**config.mk**
```make
export PLATFORM = sky130hd
export DESIGN_NAME = car_physics_engine_flat
export DESIGN_NICKNAME = d
export VERILOG_FILES = /design/src/rtl/race_pkg.sv /design/src/rtl/car_physics_engine_if.sv /design/src/rtl/heading_trig_lut.sv /design/src/rtl/car_physics_engine.sv /design/src/flat_wrapper.sv
export SDC_FILE = /design/constraint.sdc
export NUM_CORES = 1
export LEC_CHECK = 0
export CAP_MARGIN = 25
export CORE_ASPECT_RATIO = 1.5
export CORE_MARGIN = 2
export CORE_UTILIZATION = 42
export CTS_BUF_LIST = sky130_fd_sc_hd__clkbuf_4 sky130_fd_sc_hd__clkbuf_8 sky130_fd_sc_hd__clkbuf_16
export CTS_CLUSTER_DIAMETER = 50
export DETAILED_ROUTE_END_ITERATION = 10
export GPL_ROUTABILITY_DRIVEN = 1
export SETUP_SLACK_MARGIN = 0.4
export SYNTH_ARGS = -nofsm -noshare
export SYNTH_HDL_FRONTEND = slang
export SYNTH_SLANG_ARGS = --single-unit
```
**constraint.sdc**
```tcl
create_clock -name clk -period 14.2 [get_ports clk]
set_input_delay 2.84 -clock clk [delete_from_list [all_inputs] [get_ports clk]]
set_output_delay 2.84 -clock clk [all_outputs]
set_load 0.03 [all_outputs]
```
**src/rtl/race_pkg.sv**
```systemverilog
// Shared definitions for the per-car motion engine.
//   state_e    : update sequencer states, one pass per video frame
//   pos_t      : signed 10.6 fixed-point world coordinate
//   trig_t     : signed Q1.7 sine/cosine sample
// Also holds the heading step, LUT depth and the step scaling shift.
package race_pkg;

  typedef enum logic [2:0] {
    ST_IDLE   = 3'd0,
    ST_STEER  = 3'd1,
    ST_MOVE   = 3'd2,
    ST_PROBE  = 3'd3,
    ST_WAIT   = 3'd4,
    ST_COMMIT = 3'd5
  } state_e;

  localparam int POS_W      = 16;
  localparam int FRAC       = 6;
  localparam int LUT_DEPTH  = 36;
  localparam int DEG_STEP   = 10;
  localparam int DEG_FULL   = 360;
  // speed is 1/16 px, position is 1/64 px, trig carries 2^7: 7 - 2 = 5
  localparam int STEP_SHIFT = 5;

  typedef logic signed [POS_W-1:0] pos_t;
  typedef logic signed [7:0]       trig_t;

endpackage

```
**src/rtl/car_physics_engine_if.sv**
```systemverilog
// Map BRAM read port (port B) between the motion engine and the track map.
//   map_addr : word address, valid while map_req is high
//   map_req  : read strobe, one cycle per probe
//   map_data : 4-bit colour index, valid one cycle after map_req
// master = engine side, slave = memory side.
interface car_physics_engine_if;
  logic [16:0] map_addr;
  logic        map_req;
  logic [3:0]  map_data;

  modport master (output map_addr, output map_req, input map_data);
  modport slave  (input map_addr, input map_req, output map_data);
endinterface

```
**src/rtl/heading_trig_lut.sv**
```systemverilog
// Heading to sine/cosine lookup, purely combinational.
//   degree_i : heading 0..359 in 10-degree steps, 0 = up, clockwise
//   sin_o    : round(127*sin(degree)), Q1.7
//   cos_o    : round(127*cos(degree)), Q1.7
// Cosine reuses the sine table shifted by a quarter turn.
module heading_trig_lut
  import race_pkg::*;
(
  input  logic [8:0] degree_i,
  output trig_t      sin_o,
  output trig_t      cos_o
);

  localparam logic [5:0] QUARTER  = 6'(90 / DEG_STEP);
  localparam logic [5:0] WRAP_LIM = 6'(LUT_DEPTH - 90 / DEG_STEP);

  logic [5:0] sin_idx;
  logic [5:0] cos_idx;

  function automatic trig_t sin_of(input logic [5:0] idx);
    trig_t v;
    case (idx)
      6'd0:  v = 8'sd0;
      6'd1:  v = 8'sd22;
      6'd2:  v = 8'sd43;
      6'd3:  v = 8'sd64;
      6'd4:  v = 8'sd82;
      6'd5:  v = 8'sd97;
      6'd6:  v = 8'sd110;
      6'd7:  v = 8'sd119;
      6'd8:  v = 8'sd125;
      6'd9:  v = 8'sd127;
      6'd10: v = 8'sd125;
      6'd11: v = 8'sd119;
      6'd12: v = 8'sd110;
      6'd13: v = 8'sd97;
      6'd14: v = 8'sd82;
      6'd15: v = 8'sd64;
      6'd16: v = 8'sd43;
      6'd17: v = 8'sd22;
      6'd18: v = 8'sd0;
      6'd19: v = -8'sd22;
      6'd20: v = -8'sd43;
      6'd21: v = -8'sd64;
      6'd22: v = -8'sd82;
      6'd23: v = -8'sd97;
      6'd24: v = -8'sd110;
      6'd25: v = -8'sd119;
      6'd26: v = -8'sd125;
      6'd27: v = -8'sd127;
      6'd28: v = -8'sd125;
      6'd29: v = -8'sd119;
      6'd30: v = -8'sd110;
      6'd31: v = -8'sd97;
      6'd32: v = -8'sd82;
      6'd33: v = -8'sd64;
      6'd34: v = -8'sd43;
      6'd35: v = -8'sd22;
      default: v = 8'sd0;
    endcase
    return v;
  endfunction

  always_comb begin
    sin_idx = 6'(degree_i / 9'(DEG_STEP));
    cos_idx = (sin_idx >= WRAP_LIM) ? sin_idx - WRAP_LIM : sin_idx + QUARTER;
    sin_o   = sin_of(sin_idx);
    cos_o   = sin_of(cos_idx);
  end

endmodule

```
**src/rtl/car_physics_engine.sv**
```systemverilog
// Per-car motion engine. Once per frame_tick it steers, accelerates,
// computes a candidate position, probes the track map and commits or
// rejects the move.
//   clk, rst                 : clock (also map port B), async active-high reset
//   frame_tick               : one-cycle frame pulse
//   btn_throttle/brake/left/right : debounced button levels
//   map_bus                  : map BRAM read port (master side)
//   world_x, world_y         : integer world position
//   degree                   : heading 0..359, clockwise, 0 = up (-y)
//   speed                    : speed in 1/16 px/frame
//   busy, done               : update in progress / commit pulse
//   collided                 : last move rejected
//   overrun                  : sticky, a tick arrived while busy
module car_physics_engine
  import race_pkg::*;
#(
  parameter int         MAP_WIDTH       = 320,
  parameter int         MAP_HEIGHT      = 240,
  parameter int         MAP_BASE        = 0,
  parameter int         START_X         = 160,
  parameter int         START_Y         = 120,
  parameter int         START_DEG       = 0,
  parameter int         MAX_SPEED       = 48,
  parameter int         GRASS_MAX_SPEED = 16,
  parameter int         ACCEL           = 2,
  parameter int         BRAKE           = 4,
  parameter int         FRICTION        = 1,
  parameter logic [3:0] GRASS_IDX       = 4'd2,
  parameter logic [3:0] WALL_IDX        = 4'd5
) (
  input  logic                        clk,
  input  logic                        rst,
  input  logic                        frame_tick,
  input  logic                        btn_throttle,
  input  logic                        btn_brake,
  input  logic                        btn_left,
  input  logic                        btn_right,
  car_physics_engine_if.master        map_bus,
  output logic [9:0]                  world_x,
  output logic [9:0]                  world_y,
  output logic [8:0]                  degree,
  output logic [5:0]                  speed,
  output logic                        busy,
  output logic                        done,
  output logic                        collided,
  output logic                        overrun
);

  localparam logic [5:0]  SPD_MAX   = 6'(MAX_SPEED);
  localparam logic [5:0]  SPD_GRASS = 6'(GRASS_MAX_SPEED);
  localparam logic [5:0]  SPD_ACC   = 6'(ACCEL);
  localparam logic [5:0]  SPD_BRK   = 6'(BRAKE);
  localparam logic [5:0]  SPD_FRIC  = 6'(FRICTION);
  localparam logic [9:0]  MAP_W     = 10'(MAP_WIDTH);
  localparam logic [9:0]  MAP_H     = 10'(MAP_HEIGHT);
  localparam logic [16:0] ADDR_BASE = 17'(MAP_BASE);
  localparam logic [8:0]  DSTEP     = 9'(DEG_STEP);
  localparam logic [8:0]  DLAST     = 9'(DEG_FULL - DEG_STEP);
  localparam pos_t        START_PX  = pos_t'(START_X * (1 << FRAC));
  localparam pos_t        START_PY  = pos_t'(START_Y * (1 << FRAC));

  state_e      state_q, state_d;
  logic [8:0]  degree_q, degree_d;
  logic [5:0]  speed_q, speed_d;
  pos_t        pos_x_q, pos_x_d;
  pos_t        pos_y_q, pos_y_d;
  logic        busy_q, busy_d;
  logic        done_q, done_d;
  logic        collided_q, collided_d;
  logic        overrun_q, overrun_d;
  logic        map_req_q, map_req_d;
  logic [16:0] map_addr_q, map_addr_d;

  // candidate pipeline registers, only meaningful inside an update
  pos_t        cand_x_q, cand_y_q;
  logic        oob_q;

  trig_t       sin_w, cos_w;
  pos_t        step_x, step_y;
  logic [9:0]  cand_xi, cand_yi;
  logic        cand_oob;
  logic [16:0] cand_addr;

  function automatic logic [8:0] steer(input logic [8:0] d, input logic l, input logic r);
    logic [8:0] res;
    res = d;
    if (l && !r)      res = (d < DSTEP)  ? d + DLAST : d - DSTEP;
    else if (r && !l) res = (d >= DLAST) ? d - DLAST : d + DSTEP;
    return res;
  endfunction

  function automatic logic [5:0] sat_sub(input logic [5:0] a, input logic [5:0] b);
    return (a < b) ? 6'd0 : a - b;
  endfunction

  function automatic logic [5:0] sat_add(input logic [5:0] a, input logic [5:0] b,
                                         input logic [5:0] lim);
    logic [6:0] sum;
    sum = {1'b0, a} + {1'b0, b};
    return (sum > {1'b0, lim}) ? lim : sum[5:0];
  endfunction

  function automatic logic [5:0] sat_min(input logic [5:0] a, input logic [5:0] lim);
    return (a > lim) ? lim : a;
  endfunction

  // speed * trig, floor-scaled down to 1/64 px
  function automatic pos_t scale_step(input logic [5:0] spd, input trig_t t);
    pos_t prod;
    prod = pos_t'({10'd0, spd}) * pos_t'(t);
    return prod >>> STEP_SHIFT;
  endfunction

  heading_trig_lut u_trig (
    .degree_i (degree_q),
    .sin_o    (sin_w),
    .cos_o    (cos_w)
  );

  always_comb begin
    step_x    = scale_step(speed_q, sin_w);
    step_y    = -scale_step(speed_q, cos_w);
    cand_xi   = cand_x_q[POS_W-1:FRAC];
    cand_yi   = cand_y_q[POS_W-1:FRAC];
    cand_oob  = cand_x_q[POS_W-1] | cand_y_q[POS_W-1] |
                (cand_xi >= MAP_W) | (cand_yi >= MAP_H);
    // row stride 320 = 256 + 64
    cand_addr = ADDR_BASE + ({7'd0, cand_yi} << 8) + ({7'd0, cand_yi} << 6) +
                {7'd0, cand_xi};
  end

  always_comb begin
    state_d    = state_q;
    degree_d   = degree_q;
    speed_d    = speed_q;
    pos_x_d    = pos_x_q;
    pos_y_d    = pos_y_q;
    collided_d = collided_q;
    done_d     = 1'b0;
    map_req_d  = 1'b0;
    map_addr_d = map_addr_q;
    overrun_d  = overrun_q | (frame_tick && (state_q != ST_IDLE));

    unique case (state_q)
      ST_IDLE: begin
        if (frame_tick) state_d = ST_STEER;
      end
      ST_STEER: begin
        state_d  = ST_MOVE;
        degree_d = steer(degree_q, btn_left, btn_right);
        if (btn_brake)         speed_d = sat_sub(speed_q, SPD_BRK);
        else if (btn_throttle) speed_d = sat_add(speed_q, SPD_ACC, SPD_MAX);
        else                   speed_d = sat_sub(speed_q, SPD_FRIC);
      end
      ST_MOVE: begin
        state_d = ST_PROBE;
      end
      ST_PROBE: begin
        state_d   = ST_WAIT;
        map_req_d = !cand_oob;
        if (!cand_oob) map_addr_d = cand_addr;
      end
      ST_WAIT: begin
        state_d = ST_COMMIT;
      end
      ST_COMMIT: begin
        state_d = ST_IDLE;
        done_d  = 1'b1;
        if (oob_q || (map_bus.map_data == WALL_IDX)) begin
          speed_d    = 6'd0;
          collided_d = 1'b1;
        end else begin
          pos_x_d    = cand_x_q;
          pos_y_d    = cand_y_q;
          collided_d = 1'b0;
          if (map_bus.map_data == GRASS_IDX) speed_d = sat_min(speed_q, SPD_GRASS);
        end
      end
      default: state_d = ST_IDLE;
    endcase

    busy_d = state_d inside {ST_MOVE, ST_PROBE, ST_WAIT, ST_COMMIT};
  end

  always_ff @(posedge clk or posedge rst) begin
    if (rst) begin
      state_q    <= ST_IDLE;
      degree_q   <= 9'(START_DEG);
      speed_q    <= 6'd0;
      pos_x_q    <= START_PX;
      pos_y_q    <= START_PY;
      busy_q     <= 1'b0;
      done_q     <= 1'b0;
      collided_q <= 1'b0;
      overrun_q  <= 1'b0;
      map_req_q  <= 1'b0;
      map_addr_q <= 17'd0;
    end else begin
      state_q    <= state_d;
      degree_q   <= degree_d;
      speed_q    <= speed_d;
      pos_x_q    <= pos_x_d;
      pos_y_q    <= pos_y_d;
      busy_q     <= busy_d;
      done_q     <= done_d;
      collided_q <= collided_d;
      overrun_q  <= overrun_d;
      map_req_q  <= map_req_d;
      map_addr_q <= map_addr_d;
    end
  end

  // MOVE -> PROBE: latch candidate; PROBE -> WAIT: latch bounds verdict
  always_ff @(posedge clk) begin
    if (state_q == ST_MOVE) begin
      cand_x_q <= pos_x_q + step_x;
      cand_y_q <= pos_y_q + step_y;
    end
    if (state_q == ST_PROBE) oob_q <= cand_oob;
  end

  assign world_x          = pos_x_q[POS_W-1:FRAC];
  assign world_y          = pos_y_q[POS_W-1:FRAC];
  assign degree           = degree_q;
  assign speed            = speed_q;
  assign busy             = busy_q;
  assign done             = done_q;
  assign collided         = collided_q;
  assign overrun          = overrun_q;
  assign map_bus.map_addr = map_addr_q;
  assign map_bus.map_req  = map_req_q;

endmodule

```
**src/flat_wrapper.sv**
```systemverilog
// flat-port wrapper written by rule: the top's interface ports become plain ports
module car_physics_engine_flat import race_pkg::*;
#(
  parameter int         MAP_WIDTH       = 320,
  parameter int         MAP_HEIGHT      = 240,
  parameter int         MAP_BASE        = 0,
  parameter int         START_X         = 160,
  parameter int         START_Y         = 120,
  parameter int         START_DEG       = 0,
  parameter int         MAX_SPEED       = 48,
  parameter int         GRASS_MAX_SPEED = 16,
  parameter int         ACCEL           = 2,
  parameter int         BRAKE           = 4,
  parameter int         FRICTION        = 1,
  parameter logic [3:0] GRASS_IDX       = 4'd2,
  parameter logic [3:0] WALL_IDX        = 4'd5
)
  (clk, rst, frame_tick, btn_throttle, btn_brake, btn_left, btn_right, world_x, world_y, degree, speed, busy, done, collided, overrun, map_bus_map_addr, map_bus_map_req, map_bus_map_data);
  car_physics_engine_if map_bus_i ();
  input  logic clk;
  input  logic rst;
  input  logic frame_tick;
  input  logic btn_throttle;
  input  logic btn_brake;
  input  logic btn_left;
  input  logic btn_right;
  output logic [9:0] world_x;
  output logic [9:0] world_y;
  output logic [8:0] degree;
  output logic [5:0] speed;
  output logic busy;
  output logic done;
  output logic collided;
  output logic overrun;
  output wire logic [$bits(map_bus_i.map_addr)-1:0] map_bus_map_addr;
  output wire logic [$bits(map_bus_i.map_req)-1:0] map_bus_map_req;
  input wire logic [$bits(map_bus_i.map_data)-1:0] map_bus_map_data;
  assign map_bus_map_addr = map_bus_i.map_addr;
  assign map_bus_map_req = map_bus_i.map_req;
  assign map_bus_i.map_data = map_bus_map_data;
  car_physics_engine #(.MAP_WIDTH(MAP_WIDTH), .MAP_HEIGHT(MAP_HEIGHT), .MAP_BASE(MAP_BASE), .START_X(START_X), .START_Y(START_Y), .START_DEG(START_DEG), .MAX_SPEED(MAX_SPEED), .GRASS_MAX_SPEED(GRASS_MAX_SPEED), .ACCEL(ACCEL), .BRAKE(BRAKE), .FRICTION(FRICTION), .GRASS_IDX(GRASS_IDX), .WALL_IDX(WALL_IDX)) u_core (.clk(clk), .rst(rst), .frame_tick(frame_tick), .btn_throttle(btn_throttle), .btn_brake(btn_brake), .btn_left(btn_left), .btn_right(btn_right), .map_bus(map_bus_i), .world_x(world_x), .world_y(world_y), .degree(degree), .speed(speed), .busy(busy), .done(done), .collided(collided), .overrun(overrun));
endmodule
```
**Word level (Yosys, flattened, before mapping)**

Memories as Yosys holds them, arrays and structs flattened.
Index checks and enable logic that the tools add are counted.

- $add $sub $neg: 14
- Reduce and logical (&&, ||, !) cells: 16
- $lt $le $gt $ge: 9
- Multiply operators: 2
- Bitwise logic cells: 6
- Div/mod/pow operators: 1
- Muxes and demuxes: 19
- Equality and inequality tests: 13

Operators by type and width:

| cell | number |
|---|---|
| 6-bit 2-to-1 mux | 9 |
| 9-bit 2-to-1 mux | 4 |
| 7-bit by 8-bit multiplier with 15-bit output | 2 |
| 17-bit by 10-bit adder with 17-bit output | 1 |
| 17-bit by 16-bit adder with 17-bit output | 1 |
| 16-bit by 10-bit adder with 16-bit output | 1 |
| 16-bit adder | 1 |
| 10-bit negator with 16-bit output | 1 |
| 3-bit one-hot mux with 5 select lines | 1 |
| 3-bit by 2-bit == test with 1-bit output (second input constant) | 4 |
| 3-bit == test (second input constant) | 4 |
| 6-bit one-hot mux with 2 select lines | 1 |
| 10-bit by 8-bit >= comparator with 1-bit output (second input constant) | 1 |
| 10-bit by 9-bit >= comparator with 1-bit output (second input constant) | 1 |
| 9-bit by 4-bit adder with 9-bit output (second input constant) | 1 |
| 9-bit adder (second input constant) | 1 |
| 9-bit by 4-bit divider with 9-bit output (second input constant) | 1 |
| 9-bit >= comparator (second input constant) | 1 |
| 9-bit by 4-bit less-than comparator with 1-bit output (second input constant) | 1 |
| 9-bit by 4-bit subtractor with 9-bit output (second input constant) | 1 |
| 9-bit subtractor (second input constant) | 1 |
| 6-bit by 2-bit adder with 7-bit output (second input constant) | 1 |
| 7-bit by 6-bit > comparator with 1-bit output (second input constant) | 1 |
| 6-bit by 4-bit adder with 6-bit output (second input constant) | 1 |
| 24 further kinds | 38 |

- ROM bits: 1024
- Memories: 2
- Output and inout bits: 57
- Input port bits: 11
- Word-level logic and storage cells: 96
- Bits in registers: 105

Memories:

| memory | depth | bits a word | read ports | clocked after Yosys merged registers in | wr ports | line | source |
|---|---|---|---|---|---|---|---|
| (name not given) | 64 | 8 | 1 | 0 | 0 | heading_trig_lut.sv:22 | `case (idx)` |
| (name not given) | 64 | 8 | 1 | 0 | 0 | heading_trig_lut.sv:22 |  |

**Logic depth before layout (Yosys ltp)**

Gate-level depths: netlist of run 1.
An unclocked memory read counts as a cell.

- Depth after elaboration: 7
- Mapped depth: 51
- Mapped depth without buffers: 48

**Cells and area by module**

Synthesis of run 1 repeated with hierarchy kept, for this count alone.

- Cells, all modules: 1346
- Area, all modules: 11890.2 um^2

By module, submodules not included:

| module | cells an instance | seq. area each (um^2) | instances | area an instance (um^2) |
|---|---|---|---|---|
| car_physics_engine | 1041 | 2775.2 | 1 | 9992.1 |
| heading_trig_lut | 305 | 0.0 | 1 | 1898.1 |

**Worst setup path before layout of run 1**

No wires, ideal clock.

- Path type: register to register
- From: register u_core.degree_q[8] (netlist: u_core.degree[8])
- To: register u_core.cand_y_q[12], data pin
- Arrival: 10731 ps
- Buffers on the path: 5
- Setup time: 263 ps
- Cell stages (with the launch flop): 49
- Slack: 3207 ps
- Required time: 13937 ps
- Clock period less this slack: 10993 ps
- Cells stage by stage: dfrtp_1 buf_4 buf_2 nand2_1 o21a_1 a221o_1 o21ba_1 and2_1 o211ai_4 nand2_4 inv_1 ha_1 clkbuf_1 inv_1 ha_1 or4_1 nor3_1 or3b_1 [... 13 more ...] inv_1 ha_1 or3_1 a31oi_4 o21ai_0 and2_1 o21a_1 or2_2 ha_1 a21oi_1 o21ai_0 a21oi_1 o21ai_0 a21oi_1 o21bai_1 or4_1 mux2i_1 xor2_1

- Cells in the longest elaborated chain, start to end: 7
- Elaborated cells on any way between the ends: 9
- Classes of those cells: 4 x add/sub; 1 x mul; 1 x div; 1 x order compare; 1 x mux; 1 x memory

RTL lines:

| what | line | source |
|---|---|---|
| start: declaration | car_physics_engine.sv:63 | `logic [8:0] degree_q, degree_d;` |
| start signal: assignment | car_physics_engine.sv:188 | `degree_q <= 9'(START_DEG);` |
| start signal: assignment | car_physics_engine.sv:200 | `degree_q <= degree_d;` |
| 9-bit by 4-bit divider with 9-bit output * | heading_trig_lut.sv:65 | `sin_idx = 6'(degree_i / 9'(DEG_STEP));` |
| 6-bit by 4-bit adder with 6-bit output, or another cell as far along | heading_trig_lut.sv:66 | `cos_idx = (sin_idx >= WRAP_LIM) ? sin_idx - WRAP_LIM : sin_idx + QUARTER;` |
| 6-bit 2-to-1 mux * | heading_trig_lut.sv:66 |  |
| memory 64 x 8 bit * | -- |  |
| 7-bit by 8-bit multiplier with 15-bit output * | car_physics_engine.sv:110 | `prod = pos_t'({10'd0, spd}) * pos_t'(t);` |
| 10-bit negator with 16-bit output * | car_physics_engine.sv:122 | `step_y = -scale_step(speed_q, cos_w);` |
| 16-bit adder * | car_physics_engine.sv:217 | `cand_y_q <= pos_y_q + step_y;` |
| end signal: assignment | car_physics_engine.sv:217 |  |
| end: declaration | car_physics_engine.sv:75 | `pos_t cand_x_q, cand_y_q;` |

Mark *: on every way between the ends. The rest lies on a longest branch, timed or not.
A chain may end at the register's enable or synchronous reset.

**Worst setup path in the final report of run 1**

- From: register u_core.degree_q[4] (netlist: u_core.degree[4])
- To: register u_core.cand_y_q[11], data pin

The elaborated chain is that of the path after synthesis.

==> metrics.yaml, run 1 <==
crit_top_cell: "inv_1"
place.gp.congestion: 0.8912
worst-path-max-fanout: 32
async_flop_share_pct: 68.27
timing.rr.end: "u_core.cand_y_q[11]$_DFFE_PN_"
use_met2_pct: 37.90
hold_start: "u_core.cand_y_q[0]$_DFFE_PN_"
drt_wl_total_mm: 28.62
min_to: "u_core.pos_y_q[0]$_DFFE_PP0P_"
grt_first_pass_wirelength_mm: 48.17
io_buffer_count: 66
cpMaxStageDelayCell: "dfrtp_1"
crit_type: "reg -> reg"
synth.net_count: 1591
cp_slowest_stage_delay_ns: 0.94
crit_path_start_kind: "flip-flop"
timing.fmax_mhz: 79.28
ys_ff_latch: 104
wire_per_inst_um: 15.97
area_growth_pct: 9.376
hold_depth: 2
cts_buffers: 9
r2r_cells: 47
n_antenna_cell: 0
finalCritPeriodShare_pct: 88.83
fp-row-count: 76
first_iter_violations: 408
synth_edf_count: 33
insertion_delay_ns: 0.36
ioPinCount: 68
antenna_found_initial: 0
arrival_ns: 12.72
r2r_setup_slack_ns: 1.59
start_util_pct: 42.48
reg2reg_from: "u_core.degree[4]$_DFFE_PP0P_"
tightest_slew_ns: 1.119
post-route-min-period_ns: 12.61
fin_nets: 1598
ant_nets: 0
core_area_mm2: 0.02862
yosysWarnings: 0
maxCapViolations: 0
final_common_cell: "inv_1"
grt_pass1_vias: 9822
cts_tree: "yes"
synth_cell_types: 102
status: "completed"
grt_start_max_net_pins: 72
seq_area_frac_synth_pct: 22.83
cts.sinks: 104
setup_viol: 0
grtUsageMet3_pct: 1.644
first_pass_iters: 5
slew_violations: 0
ys_top_cells_by_area: "dfrtp_1 (13%), ha_1 (12%), fa_1 (12%)"
holdBufCountCts: 0
grt_usage_pct: 19.54
dieArea_mm2: 0.03035
drive_above_1_share_pct: 7.347
post_cts_buffers: 0
synth_area_per_cell_um2: 8.747
cts_max_level: 3
cts_root_buf: "clkbuf_16"
hold_viol: 0
dieWidth_um: 142.9
tns_ns: 0
synth_top_area_share_pct: 13.38
crit_required_ns: 14.31
fillers: 2803
max_slew_margin_pct: 24.61
synth_area_mm2: 0.01216
via_per_inst: 5.364
route.detailed.drc: 0
vias: 9612
dpl.hpwl_mm: 22.54
use_met1_pct: 21.76
ys.flop_type: "dfrtp_1"
end_kind: "flip-flop"
rsz0062_at_grt: "no"
yosys.area.top_type: "dfrtp_1"
grt-ovfl-total: 0
die_y_um: 212.4
grt-busiest-layer: "met2"
fin_skew_ns: 0.01435
mostFrequentLayoutCells: "inv_1 (168), nand2_1 (127), ha_1 (117)"
postSynthCellCount: 1390
min_path_type: "reg -> reg"
clockBufferDepth: 2
cts.clk_slew.worst_paths_ns: 0.08
cts.repair.resized: 0
## flip-flops by register name, summed over array words and instances, names as in the netlist, 3 cells and up
signal,flops
u_core.cand_x_q,16
u_core.cand_y_q,16
u_core.degree,8
u_core.map_bus.map_addr,17
u_core.pos_x_q,16
u_core.pos_y_q,16
u_core.speed,6
u_core.state_q,3
## logic make-up (layout without fill, tap and decap cells)
family                     Yosys count  count (layout)  synth area share, %
AOI/OAI and AO/OA                  311             311                17.12
xor gates and xnor gates            80              80                5.917
adders and majority gates          191             191                24.14
buffers and inverters              257             269                9.015
DFF                                104             104                22.83
muxes                               47              47                4.199
other                                1               1              0.03084
and+or+nand+nor                    399             399                16.74
## stage by stage
stage	worst slack [ns]	instances	utilization (%)	hold WS, ns	cell area, um^2
finish	1.587	1792	46.46	0.4593	13300
global route	0.4811	1792	46.46	0.4894	13300
CTS	1.617	1791	46.36	0.4687	13270
detailed placement	1.656	1775	45.34	0.4523	12980
global placement	1.896	1774	45.31	0.4314	12970
floorplan	3.207	1390	-	0.4260	12160
## final cells by class
class                   instances  area, um^2  area share (%)
repair buffers                 81       793.3           5.965
inverters                     172       651.9           4.902
clock inverters                 5       46.29          0.3481
clock buffers                  11       246.5           1.854
well taps                     390       488.0           3.670
multi-input cells            1029        8297           62.39
flip-flops and latches        104        2775           20.87
## routing by layer
metal	up-vias	part of all wire (%)
met5	-	0
met4	0	3.1
met3	49	2.4
met2	181	55
met1	4636	40
li1	4746	-
## worst max path at each step
stage | endpoint | start | depth (start not counted)
3_3_place_gp | u_core.cand_y_q[11]$_DFFE_PN_ | u_core.degree[4]$_DFFE_PP0P_ | 47
6_report | u_core.cand_y_q[11]$_DFFE_PN_ | u_core.degree[4]$_DFFE_PP0P_ | 47
3_5_place_dp | u_core.cand_y_q[11]$_DFFE_PN_ | u_core.degree[4]$_DFFE_PP0P_ | 47
2_1_floorplan | u_core.cand_y_q[12]$_DFFE_PN_ | u_core.degree[8]$_DFFE_PP0P_ | 48
5_1_grt | u_core.cand_y_q[12]$_DFFE_PN_ | u_core.degree[4]$_DFFE_PP0P_ | 46
4_1_cts | u_core.cand_y_q[11]$_DFFE_PN_ | u_core.degree[4]$_DFFE_PP0P_ | 47
## cells in the mapped netlist (4+ instances only)
master / count
dfrtp_1: 65
o21bai_1: 13
fa_1: 73
or4_1: 4
a221oi_1: 5
and3_1: 10
nand2b_1: 26
a41oi_1: 4
nand3_1: 17
mux2i_1: 15
a21o_1: 13
a22o_1: 6
a211oi_1: 7
nor2_1: 83
nor4_1: 4
edfxtp_1: 33
nand2_1: 127
ha_1: 117
nor3_1: 27
mux2_2: 32
and2_1: 40
a21oi_1: 80
dfstp_2: 6
nor2b_1: 11
clkbuf_1: 45
o21ai_0: 73
inv_1: 169
or3_1: 7
buf_2: 11
xnor2_1: 60
a31oi_1: 12
a22oi_1: 7
o21a_1: 16
o211ai_1: 13
o22ai_1: 11
buf_4: 24
nand4_1: 10
xor2_1: 19
## worst max-delay path: cells and delay by family (launching register included)
kind | cells | cell delay (ns)
AOI/OAI and AO/OA | 14 | 3.35
xor gates and xnor gates | 1 | 0.15
adders and majority gates | 8 | 3.27
buffers and inverters | 8 | 0.79
DFF | 1 | 0.94
muxes | 3 | 0.39
and+or+nand+nor | 13 | 3.44
Power of run 1 is left out: the tool's default activity adds up to more than one toggle a clock period on the data nets, which glitch-free logic cannot reach.
==> run 2, diff against run 1 <==
CORE_MARGIN = unset   (was 2)
==> run 2 against run 1 <==
  * Die area fell by 2.3%
  * Utilization is 0.59 points higher
  * Design area barely moved
  * Clock skew up 0.0075 ns
  * Count of clock-buffer cells in the layout down 2
  * Cell count decreased by 0.22%
  * Sequential share of layout area hardly changed
  * Register-to-register slack improved by 0.04 ns
  * Sequential cell count did not move
  * Critical path depth stayed put
  * First-iteration DRC count is 1.7% lower
  * Routed wire length is 2.7% lower
==> metrics.yaml, run 2 (synthesized netlist as in run 1, its figures left out) <==
antenna_found_initial: 0  # unchanged
utilization_pct: 47.05  # +0.59 points
setup_viol: 0  # unchanged
use_met2_pct: 37.67  # -0.22 points
route.detailed.drc: 0  # unchanged
grt-ovfl-total: 0  # unchanged
dpl.hpwl_mm: 21.91  # -2.8%
grt_usage_pct: 19.33  # -0.20 points
ioPinCount: 68  # unchanged
cpMaxStageDelayCell: "dfrtp_1"
status: "completed"
min_path_type: "reg -> reg"
maxCapViolations: 0  # unchanged
grt_first_pass_wirelength_mm: 46.57  # -3.3%
timing.rr.end: "u_core.cand_y_q[11]$_DFFE_PN_"
io_buffer_count: 66  # unchanged
drt_wl_total_mm: 27.84  # -2.7%
slew_violations: 0  # unchanged
crit_required_ns: 14.30  # about the same
core_area_mm2: 0.02825  # -1.3%
cts.clk_slew.worst_paths_ns: 0.09  # about the same
crit_type: "reg -> reg"
crit_top_cell: "inv_1"
drive_above_1_share_pct: 7.413  # +0.066 points
wire_per_inst_um: 15.57  # -2.5%
use_met1_pct: 20.82  # -0.94 points
insertion_delay_ns: 0.36  # about the same
grt_pass1_vias: 9630  # -2.0%
timing.fmax_mhz: 79.54  # +0.32%
finalCritPeriodShare_pct: 88.54  # -0.29 points
worst-path-max-fanout: 32  # unchanged
vias: 9588  # -0.25%
tns_ns: 0  # unchanged
cts_root_buf: "clkbuf_16"
dieWidth_um: 140.9  # -1.4%
post_cts_buffers: 0  # unchanged
post-route-min-period_ns: 12.57  # -0.04072 ns
ant_nets: 0  # unchanged
via_per_inst: 5.362  # about the same
area_growth_pct: 9.313  # about the same
startpoint: "u_core.degree[4]$_DFFE_PP0P_"
fp-row-count: 75  # -1.3%
r2r_cells: 47  # unchanged
tightest_slew_ns: 0.9697  # -0.1494 ns
reg2reg_from: "u_core.degree[4]$_DFFE_PP0P_"
first_iter_violations: 401  # -1.7%
dieArea_mm2: 0.02965  # -2.3%
holdBufCountCts: 0  # unchanged
largest_reg_flops: 17  # unchanged
rsz0062_at_grt: "no"
place.gp.congestion: 0.8659  # -2.8%
final_common_cell: "inv_1"
die_y_um: 210.4  # -0.94%
end_kind: "flip-flop"
hold_viol: 0  # unchanged
start_util_pct: 43.04  # +0.57 points
r2r_setup_slack_ns: 1.63  # +0.04 ns
fin_skew_ns: 0.02183  # +0.007483 ns
cts_buffers: 9  # unchanged
grt_start_max_net_pins: 72  # unchanged
max_slew_margin_pct: 35.12  # +11 points
first_pass_iters: 5  # unchanged
arrival_ns: 12.67  # -0.05 ns
grt-busiest-layer: "met2"
cts_max_level: 3  # unchanged
cts.sinks: 104  # unchanged
cts_tree: "yes"
mostFrequentLayoutCells: "inv_1 (168), nand2_1 (127), ha_1 (117)"
cts.repair.resized: 0  # unchanged
n_antenna_cell: 0  # unchanged
cp-endpoint: "u_core.cand_y_q[11]$_DFFE_PN_"
fillers: 2783  # -0.71%
cp_slowest_stage_delay_ns: 0.94  # about the same
crit_path_start_kind: "flip-flop"
clockBufferDepth: 2  # unchanged
hold_depth: 2  # unchanged
fin_nets: 1599  # +0.063%
grtUsageMet3_pct: 1.908  # +0.26 points
[run 2: cell count changes in the layout (fill, tap and decap cells not counted)]
| cell | previous run | this run |
|---|---|---|
| clkinvlp_4 | 0 | 1 |
| clkbuf_4 | 1 | 0 |
| buf_4 | 14 | 15 |
| clkbuf_8 | 1 | 0 |
| clkinv_4 | 2 | 1 |
| inv_6 | 1 | 4 |
| inv_8 | 2 | 1 |
| inv_4 | 1 | 0 |
| clkinv_2 | 1 | 2 |
[run 2: final cells by class]
| cell class | instances | area, um^2 | share of cell area, % |
|---|---|---|---|
| inverters | 172 | 651.9 | 4.905 |
| multi-input cells | 1029 | 8297 | 62.43 |
| clock inverters | 7 | 58.81 | 0.4425 |
| flip-flops and latches | 104 | 2775 | 20.88 |
| clock buffers | 9 | 225.2 | 1.695 |
| well taps | 385 | 481.7 | 3.625 |
| repair buffers | 82 | 800.8 | 6.025 |
[run 2: worst min-delay path by stage]
stage	start	to
floorplan	u_core.cand_y_q[0]$_DFFE_PN_	u_core.pos_y_q[0]$_DFFE_PP0P_
global placement	u_core.cand_y_q[0]$_DFFE_PN_	u_core.pos_y_q[0]$_DFFE_PP0P_
detailed placement	u_core.cand_x_q[10]$_DFFE_PN_	u_core.map_bus.map_addr[4]$_DFFE_PP0P_
CTS	u_core.cand_x_q[10]$_DFFE_PN_	u_core.map_bus.map_addr[4]$_DFFE_PP0P_
global route	u_core.cand_y_q[4]$_DFFE_PN_	u_core.pos_y_q[4]$_DFFE_PP0P_
finish	u_core.cand_y_q[0]$_DFFE_PN_	u_core.pos_y_q[0]$_DFFE_PP0P_
[run 2: per-stage QoR]
stage,hold slack [ns],instances,area (um^2),setup WS [ns]
after floorplan,0.4260,1390,12160,3.207
final,0.4675,1788,13290,1.627
after detailed placement,0.4493,1771,12980,1.691
after global placement,0.4308,1771,12980,1.869
after global routing,0.4932,1788,13290,0.5613
after CTS,0.4699,1787,13260,1.646
[run 2: routing by layer]
metal,routed length [um],vias to the layer above
li1,-,4749
met1,11050,4604
met2,14950,174
met3,671,61
met4,1173,0
met5,0,-
[run 2: worst max-delay path: cells and delay by family (launching register included)]
kind                       cells  cell delay, ns
DFF                            1            0.94
muxes                          3            0.39
and+or+nand+nor               13            3.40
adders and majority gates      8            3.25
buffers and inverters          8            0.78
xor gates and xnor gates       1            0.15
AOI/OAI and AO/OA             14            3.36
Power of run 2 is left out for the same reason.
==> run 3, diff against run 2 <==
CORE_UTILIZATION = 62   (was 42)
PLACE_DENSITY = 0.82   (was unset)
SLEW_MARGIN = 15   (was unset)
==> run 3 against run 2 <==
  * Sequential cell count is the same
  * Cell count down 7.3%
  * Register-to-register slack better by 0.03 ns
  * Critical endpoint is now u_core.cand_y_q[12]$_DFFE_PN_
  * Largest cell class unchanged
==> metrics.yaml, run 3 (synthesized netlist as in run 1, its figures left out) <==
min_path_type: "reg -> reg"
fin_nets: 1598  # -0.063%
cts.sinks: 104  # unchanged
worst-path-max-fanout: 32  # unchanged
cpMaxStageDelayCell: "dfrtp_1"
route.detailed.drc: 0  # unchanged
ant_nets: 0  # unchanged
cts_root_buf: "clkbuf_16"
fillers: 1533  # -45%
cp_num_buf_inv: 6  # -2
tns_ns: 0  # unchanged
slew_violations: 0  # unchanged
crit_path_start_kind: "flip-flop"
via_per_inst: 6.061  # +13%
status: "completed"
end_kind: "flip-flop"
core_area_mm2: 0.01916  # -32%
final_common_cell: "inv_1"
cp_slowest_stage_delay_ns: 0.90  # -0.04 ns
arrival_ns: 12.65  # -0.02 ns
vias: 10050  # +4.8%
cts_tree: "yes"
grt-ovfl-total: 0  # unchanged
dieWidth_um: 116.3  # -17%
holdBufCountCts: 0  # unchanged
grt_pass1_vias: 10150  # +5.4%
hold_viol: 0  # unchanged
multi_input_area_mm2: 0.008297  # unchanged
max_slew_margin_pct: 30.19  # -4.9 points
grt_first_pass_wirelength_mm: 46.86  # +0.62%
ioPinCount: 68  # unchanged
ff_latch_area_mm2: 0.002775  # unchanged
die_y_um: 173.5  # -18%
crit_required_ns: 14.31  # about the same
wire_per_inst_um: 17.02  # +9.3%
n_antenna_cell: 0  # unchanged
io_buffer_count: 66  # unchanged
fin_skew_ns: 0.01411  # -0.007725 ns
dpl.hpwl_mm: 21.93  # about the same
tightest_slew_ns: 1.036  # +0.06653 ns
start_util_pct: 63.45  # +20 points
setup_viol: 0  # unchanged
finalCritPeriodShare_pct: 88.30  # -0.24 points
timing.fmax_mhz: 79.75  # +0.27%
crit_type: "reg -> reg"
grt_start_max_net_pins: 72  # unchanged
cts.repair.resized: 0  # unchanged
insertion_delay_ns: 0.36  # about the same
place.gp.congestion: 0.8809  # +1.7%
cts_max_level: 3  # unchanged
post-route-min-period_ns: 12.54  # -0.03388 ns
largest_reg_flops: 17  # unchanged
cpLargestDelayFamily: "simple AND/OR/NAND/NOR gates"
fp-row-count: 62  # -17%
dieArea_mm2: 0.02018  # -32%
cts.clk_slew.worst_paths_ns: 0.08  # about the same
drive_above_1_share_pct: 7.347  # -0.066 points
area_growth_pct: 7.965
cts_buffers: 9  # unchanged
maxCapViolations: 0  # unchanged
clockBufferDepth: 2  # unchanged
post_cts_buffers: 0  # unchanged
mostFrequentLayoutCells: "inv_1 (168), nand2_1 (127), ha_1 (117)"
drt_wl_total_mm: 28.22  # +1.3%
grt_usage_pct: 29.29  # +10 points
first_pass_iters: 5  # unchanged
antenna_found_initial: 0  # unchanged
first_iter_violations: 614  # +53%
rsz0062_at_grt: "no"
run 3: worst register-to-register path: cells and delay by family, from the launching register on:
kind / cells / cell delay (ns)
xor gates and xnor gates: 1 / 0.09
adders and majority gates: 8 / 3.23
DFF: 1 / 0.90
muxes: 3 / 0.68
buffers and inverters: 6 / 0.71
AOI/OAI and AO/OA: 16 / 3.10
and+or+nand+nor: 12 / 3.56
run 3: path summary, 6_finish.rpt:
| check | startpoint | slack (ns) | to | cells past startpoint |
|---|---|---|---|---|
| worst max-delay path | u_core.degree[4]$_DFFE_PP0P_ | 1.66 | u_core.cand_y_q[12]$_DFFE_PN_ | 46 |
| worst min-delay path | u_core.cand_y_q[0]$_DFFE_PN_ | 0.47 | u_core.pos_y_q[0]$_DFFE_PP0P_ | 2 |
| worst max register to register | u_core.degree[4]$_DFFE_PP0P_ | 1.66 | u_core.cand_y_q[12]$_DFFE_PN_ | 46 |
| worst min register to register | u_core.cand_y_q[0]$_DFFE_PN_ | 0.47 | u_core.pos_y_q[0]$_DFFE_PP0P_ | 2 |
| max in group asynchronous | rst | 10.52 | u_core.pos_y_q[1]$_DFFE_PP0P_ | 3 |
| min in group asynchronous | rst | 3.07 | u_core.pos_y_q[14]$_DFFE_PP0P_ | 3 |
run 3: stage by stage:
| stage | hold WS, ns | area, um^2 | cells | util [%] | setup WS (ns) |
|---|---|---|---|---|---|
| final | 0.4675 | 13130 | 1658 | 68.51 | 1.661 |
| after global routing | 0.4936 | 13130 | 1658 | 68.51 | 0.7986 |
| after CTS | 0.4741 | 13130 | 1658 | 68.51 | 1.660 |
| after detailed placement | 0.4524 | 12820 | 1642 | 66.89 | 1.731 |
| after global placement | 0.4387 | 12820 | 1642 | 66.89 | 2.073 |
| after floorplan | 0.4260 | 12160 | 1390 | - | 3.207 |
run 3: routing by layer:
layer	GRT usage, %	wire length [um]
met1	31.32	10400
met2	53.13	15020
met3	3.811	1100
met4	17.90	1698
met5	0	0
run 3: cell type report:
class	count	share of cell area, %
clock buffer	10	1.773
clock inverter	6	0.5910
inverter	172	4.957
multi-input combinational	1029	63.21
sequential	104	21.14
tap	256	2.440
timing repair buffer	81	5.891
Power of run 3 is left out for the same reason.
